===== src/rtl/uart_tx_arbiter.sv =====
// Round-robin arbiter sharing one uart transmitter among NREQ byte producers.
// Define UART_ARB_TAG_EN to prefix every granted byte with a TAG|index frame.
module uart_tx_arbiter #(
    parameter int          NREQ    = 4,
    parameter logic [15:0] TIMEOUT = 16'hFFFF,
    parameter logic [7:0]  TAG     = 8'hA0
) (
    input  logic              clk,
    input  logic              res_n,
    input  logic [NREQ-1:0]   req,
    input  logic [8*NREQ-1:0] req_byte,
    output logic [NREQ-1:0]   ack,
    output logic              err,
    output logic              busy,
    output logic [2:0]        grant_idx,
    output logic [0:7]        tx_byte,
    output logic              stb,
    input  logic              tx_rdy
);

    typedef enum logic [2:0] {
        S_IDLE     = 3'd0,
        S_STB      = 3'd1,
        S_WAIT     = 3'd2,
        S_DONE     = 3'd3
`ifdef UART_ARB_TAG_EN
        ,
        S_TAG_STB  = 3'd4,
        S_TAG_WAIT = 3'd5
`endif
    } state_t;

    state_t      state_q, state_d;
    logic [15:0] cnt_q;
    logic [2:0]  ptr_q;
    logic [2:0]  gnt_idx;
    logic        gnt_vld;
    logic [7:0]  sel_byte;
    logic        grant;
    logic        abort;
    logic        tmo;
    logic [2:0]  nxt_ptr;
    logic [0:7]  first_byte;
`ifdef UART_ARB_TAG_EN
    logic [7:0]  data_q;
`endif

    // tx_byte is ascending-indexed: tx_byte[k] carries source bit k
    function automatic logic [0:7] to_tx(input logic [7:0] b);
        logic [0:7] r;
        for (int k = 0; k < 8; k++) r[k] = b[k];
        return r;
    endfunction

    // first set request scanning ptr, ptr+1, ...; reverse loop so lowest offset wins
    always_comb begin
        gnt_vld = 1'b0;
        gnt_idx = '0;
        for (int off = NREQ - 1; off >= 0; off--) begin
            for (int i = 0; i < NREQ; i++) begin
                if (req[i] && ((int'(ptr_q) + off) % NREQ) == i) begin
                    gnt_vld = 1'b1;
                    gnt_idx = 3'(i);
                end
            end
        end
    end

    always_comb begin
        sel_byte = '0;
        for (int i = 0; i < NREQ; i++)
            if (gnt_idx == 3'(i)) sel_byte = req_byte[8*i +: 8];
    end

`ifdef UART_ARB_TAG_EN
    assign first_byte = to_tx(TAG | {5'b0, gnt_idx});
`else
    assign first_byte = to_tx(sel_byte);
`endif

    assign grant   = (state_q == S_IDLE) && tx_rdy && gnt_vld;
    assign tmo     = (cnt_q >= TIMEOUT - 16'd1);
    assign nxt_ptr = (grant_idx == 3'(NREQ - 1)) ? 3'd0 : grant_idx + 3'd1;

    always_ff @(posedge clk or negedge res_n) begin
        if (!res_n) begin
            state_q   <= S_IDLE;
            cnt_q     <= '0;
            ptr_q     <= '0;
            grant_idx <= '0;
            tx_byte   <= '0;
            err       <= 1'b0;
`ifdef UART_ARB_TAG_EN
            data_q    <= '0;
`endif
        end else begin
            state_q <= state_d;
            cnt_q   <= (state_d != state_q || state_q == S_IDLE) ? 16'd0 : cnt_q + 16'd1;
            err     <= abort;
            if (grant) begin
                grant_idx <= gnt_idx;
                tx_byte   <= first_byte;
`ifdef UART_ARB_TAG_EN
                data_q    <= sel_byte;
`endif
            end
`ifdef UART_ARB_TAG_EN
            if (state_q == S_TAG_WAIT && state_d == S_STB) tx_byte <= to_tx(data_q);
`endif
            if (state_q == S_DONE || abort) ptr_q <= nxt_ptr;
        end
    end

    always_comb begin
        state_d = state_q;
        abort   = 1'b0;
        case (state_q)
            S_IDLE: begin
`ifdef UART_ARB_TAG_EN
                if (grant) state_d = S_TAG_STB;
`else
                if (grant) state_d = S_STB;
`endif
            end
`ifdef UART_ARB_TAG_EN
            S_TAG_STB: begin
                if (!tx_rdy)  state_d = S_TAG_WAIT;
                else if (tmo) begin state_d = S_IDLE; abort = 1'b1; end
            end
            S_TAG_WAIT: begin
                if (tx_rdy)   state_d = S_STB;
                else if (tmo) begin state_d = S_IDLE; abort = 1'b1; end
            end
`endif
            S_STB: begin
                if (!tx_rdy)  state_d = S_WAIT;
                else if (tmo) begin state_d = S_IDLE; abort = 1'b1; end
            end
            S_WAIT: begin
                if (tx_rdy)   state_d = S_DONE;
                else if (tmo) begin state_d = S_IDLE; abort = 1'b1; end
            end
            S_DONE:  state_d = S_IDLE;
            default: state_d = S_IDLE;
        endcase
    end

    always_comb begin
        busy = (state_q != S_IDLE);
        stb  = (state_q == S_STB);
`ifdef UART_ARB_TAG_EN
        if (state_q == S_TAG_STB) stb = 1'b1;
`endif
        for (int i = 0; i < NREQ; i++)
            ack[i] = (state_q == S_DONE) && (grant_idx == 3'(i));
    end

endmodule


===== config.mk =====
export PLATFORM = sky130hd
export DESIGN_NAME = uart_tx_arbiter
export DESIGN_NICKNAME = d
export VERILOG_FILES = /design/src/rtl/uart_tx_arbiter.sv
export SDC_FILE = /design/constraint.sdc
export NUM_CORES = 1
export LEC_CHECK = 0
export BUFFER_PORTS_ARGS = -buffer_cell sky130_fd_sc_hd__buf_2
export CAP_MARGIN = 10
export CORE_UTILIZATION = 50
export DETAILED_ROUTE_END_ITERATION = 6
export GPL_ROUTABILITY_DRIVEN = 0
export PLACE_DENSITY = 0.73
export SLEW_MARGIN = 20
export SYNTH_ARGS = -nofsm -noshare
export SYNTH_HDL_FRONTEND = slang
export SYNTH_SLANG_ARGS = --single-unit

===== constraint.sdc =====
create_clock -name clk -period 2.3 [get_ports clk]
set_input_delay 0.69 -clock clk [delete_from_list [all_inputs] [get_ports clk]]
set_output_delay 0.69 -clock clk [all_outputs]
set_load 0.02 [all_outputs]

==> reports/metrics.cfg <==
[outcome]
outcome=complete, no violations

[sta]
rsz0062_at_grt=false
maxSlewHeadroom_pct=52.1
tightest_slew_ns=0.719
fin_crit_ns=2.07
setup_ws_ns=0.227
max_freq_ghz=0.482
finalClockSkew_ns=0.00376
slew_viol_final=0
final-setup-viol-count=0
timing.final.crit_share_pct=90.1
setup_tns_ns=0
hold_viol=0

[power_and_ir_drop]
p_total_mw=1.72
power_density_nw_per_um2=719
leakagePower_nw=1.06
ir_worst_vdd_uv=430

[logic_synthesis]
syn_area_per_cell_um2=8.79
synth.distinct_cells=46
synth_edf_count=0
synth-main-ff-cell=dfrtp_1
ys_async_sr_fraction_pct=100
synth_seq_cells=32
synth_cells=225
yosys_warnings=0
yosysSeqAreaShare_pct=40.5
netlist_area_um2=1980

[cts]
cts_resized=0
root_buffer=clkbuf_8
clock_path_buffers=2
cts.hold.buffers_added=0
h-tree-depth=2
path_clk_slew_ns=0.07
cts_buffers=5
clock_latency_ns=0.29
cts_num_sinks=32
post_cts_buffers=0
cts_tree=done

[global_routing]
grt_max_degree=33
grt_use_total_pct=23.8
grt-ovfl-total=0
grt_pass1_wl_mm=7.59
grt_pass1_vias=1614
antenna_found_initial=0

[job]
max-cap-violations=0

[floorplanning]
dieHeight_um=64.9
coreArea_um2=3720
die_w_um=64.9
num_rows=22
start_util_pct=53.2
dieArea_um2=4210
num_io_pins=57

[worst_setup_path]
reg2reg_depth=6
crit_fanout=8
cp.arrival_ns=1.38
worst_setup_path_end_kind=output pin
r2r_slack_ns=0.40
crit_required_ns=1.61
reg2reg_from=ptr_q[1]
r2r_end=tx_byte[4]
start_kind=flip-flop
worstSetupPathType=reg -> out

[route]
drtIter0Drc=146
wl_mm=4.50
wl_per_cell_um=13.6
vias=1788
drc=0
viasPerCell=5.42
dr.pass1.iters=4
drtAntennaViolNets=0

[finish]
fin_util_pct=64.5
layout_common_cells=buf_2 (55), nor2_1 (37), dfrtp_1 (32), nand2_1 (29), a21oi_1 (10)
nets=326
syn_to_final_growth_pct=21.1
layout_commonest_cell=buf_2
drive_gt1_share_pct=27.0
nFillCells=343
antenna_cells=0

[placed_design]
dp_slack_ns=0.133
port_buffers=55
dp_hpwl_mm=3.23

[min_path]
hold_class=in -> async

[cell type report]
class / instances / area, um2 / share of cell area [%]
multi-input combinational: 175 / 1090 / 45.4
sequential: 32 / 801 / 33.4
timing repair buffer: 59 / 305 / 12.7
clock buffer: 5 / 68.8 / 2.87
tap: 48 / 60.1 / 2.51
clock inverter: 3 / 42.5 / 1.78
inverter: 8 / 30.0 / 1.25
[registers in the layout, indices dropped and copies added (netlist names)]
signal	flops
tx_byte	8
state_q	3
ptr_q	2
grant_idx	2
cnt_q	16
err	1
[kinds of logic after synthesis]
family                     share of synthesized area, %
DFF                                                40.5
muxes                                              2.15
and+or+nand+nor                                    26.4
adders and majority gates                          3.79
other                                             0.190
AOI/OAI and AO/OA                                  16.6
xor gates and xnor gates                           5.76
buffers and inverters                              4.68
[metrics by stage]
step | cells | instance area [um2] | hold WS, ns
2_1_floorplan | 226 | 1980 | 0.394
3_3_place_gp | 322 | 2280 | 0.465
3_5_place_dp | 322 | 2280 | 0.476
4_1_cts | 330 | 2400 | 0.480
5_1_grt | 330 | 2400 | 0.507
6_report | 330 | 2400 | 0.444
[routing by layer]
layer	global-route usage, %	up-vias	wire length, um
met5	0	-	0
met4	9.17	0	71
met3	4.75	8	301
met2	35.4	65	1900
met1	33.5	822	2220
li1	-	893	-
[worst max-delay path: stages, from the launching register on]
cell and delay [ns]:
dfrtp_1 0.46, nor2b_1 0.30, nor2b_1 0.17, buf_2 0.17
[synthesized netlist by cell type, types with 2 or more instances]
cell,n,area [um2]
a2111oi_0,2,17.5
a21boi_0,3,22.5
a21oi_1,10,50.1
a311oi_1,2,17.5
a41oi_1,4,35.0
and2_1,5,31.3
and4_1,3,26.3
buf_2,7,35.0
dfrtp_1,32,801
ha_1,6,75.1
inv_1,8,30.0
mux2_2,2,22.5
mux2i_1,2,20.0
nand2_1,29,109
nand2b_1,2,12.5
nand3_1,6,30.0
nand4_1,4,25.0
nor2_1,37,139
nor2b_1,9,56.3
nor3b_1,2,15.0
o21ai_0,5,25.0
o21bai_1,2,15.0
o221a_2,2,22.5
o2bb2ai_1,5,43.8
o31ai_1,3,22.5
or3_1,2,12.5
xnor2_1,8,70.1
xor2_1,5,43.8
[how the worst max path moves through the flow]
stage	start	to	slack (ns)	depth (start not counted)
3_3_place_gp	req[2]	tx_byte[2]	0.18	6
3_5_place_dp	req[2]	tx_byte[5]	0.13	6
2_1_floorplan	req[3]	tx_byte[5]	0.35	5
6_report	state_q[0]	stb	0.23	3
4_1_cts	state_q[0]	stb	0.23	3
5_1_grt	state_q[0]	ack[3]	0.09	4
[where the power goes]
part	switching [mW]	total, mW	internal [mW]	leakage [nW]
registers	0.0718	0.698	0.626	0.421
clock network	0.233	0.554	0.321	0.0541
logic	0.278	0.472	0.194	0.589
(Power assumes the default switching activity.)
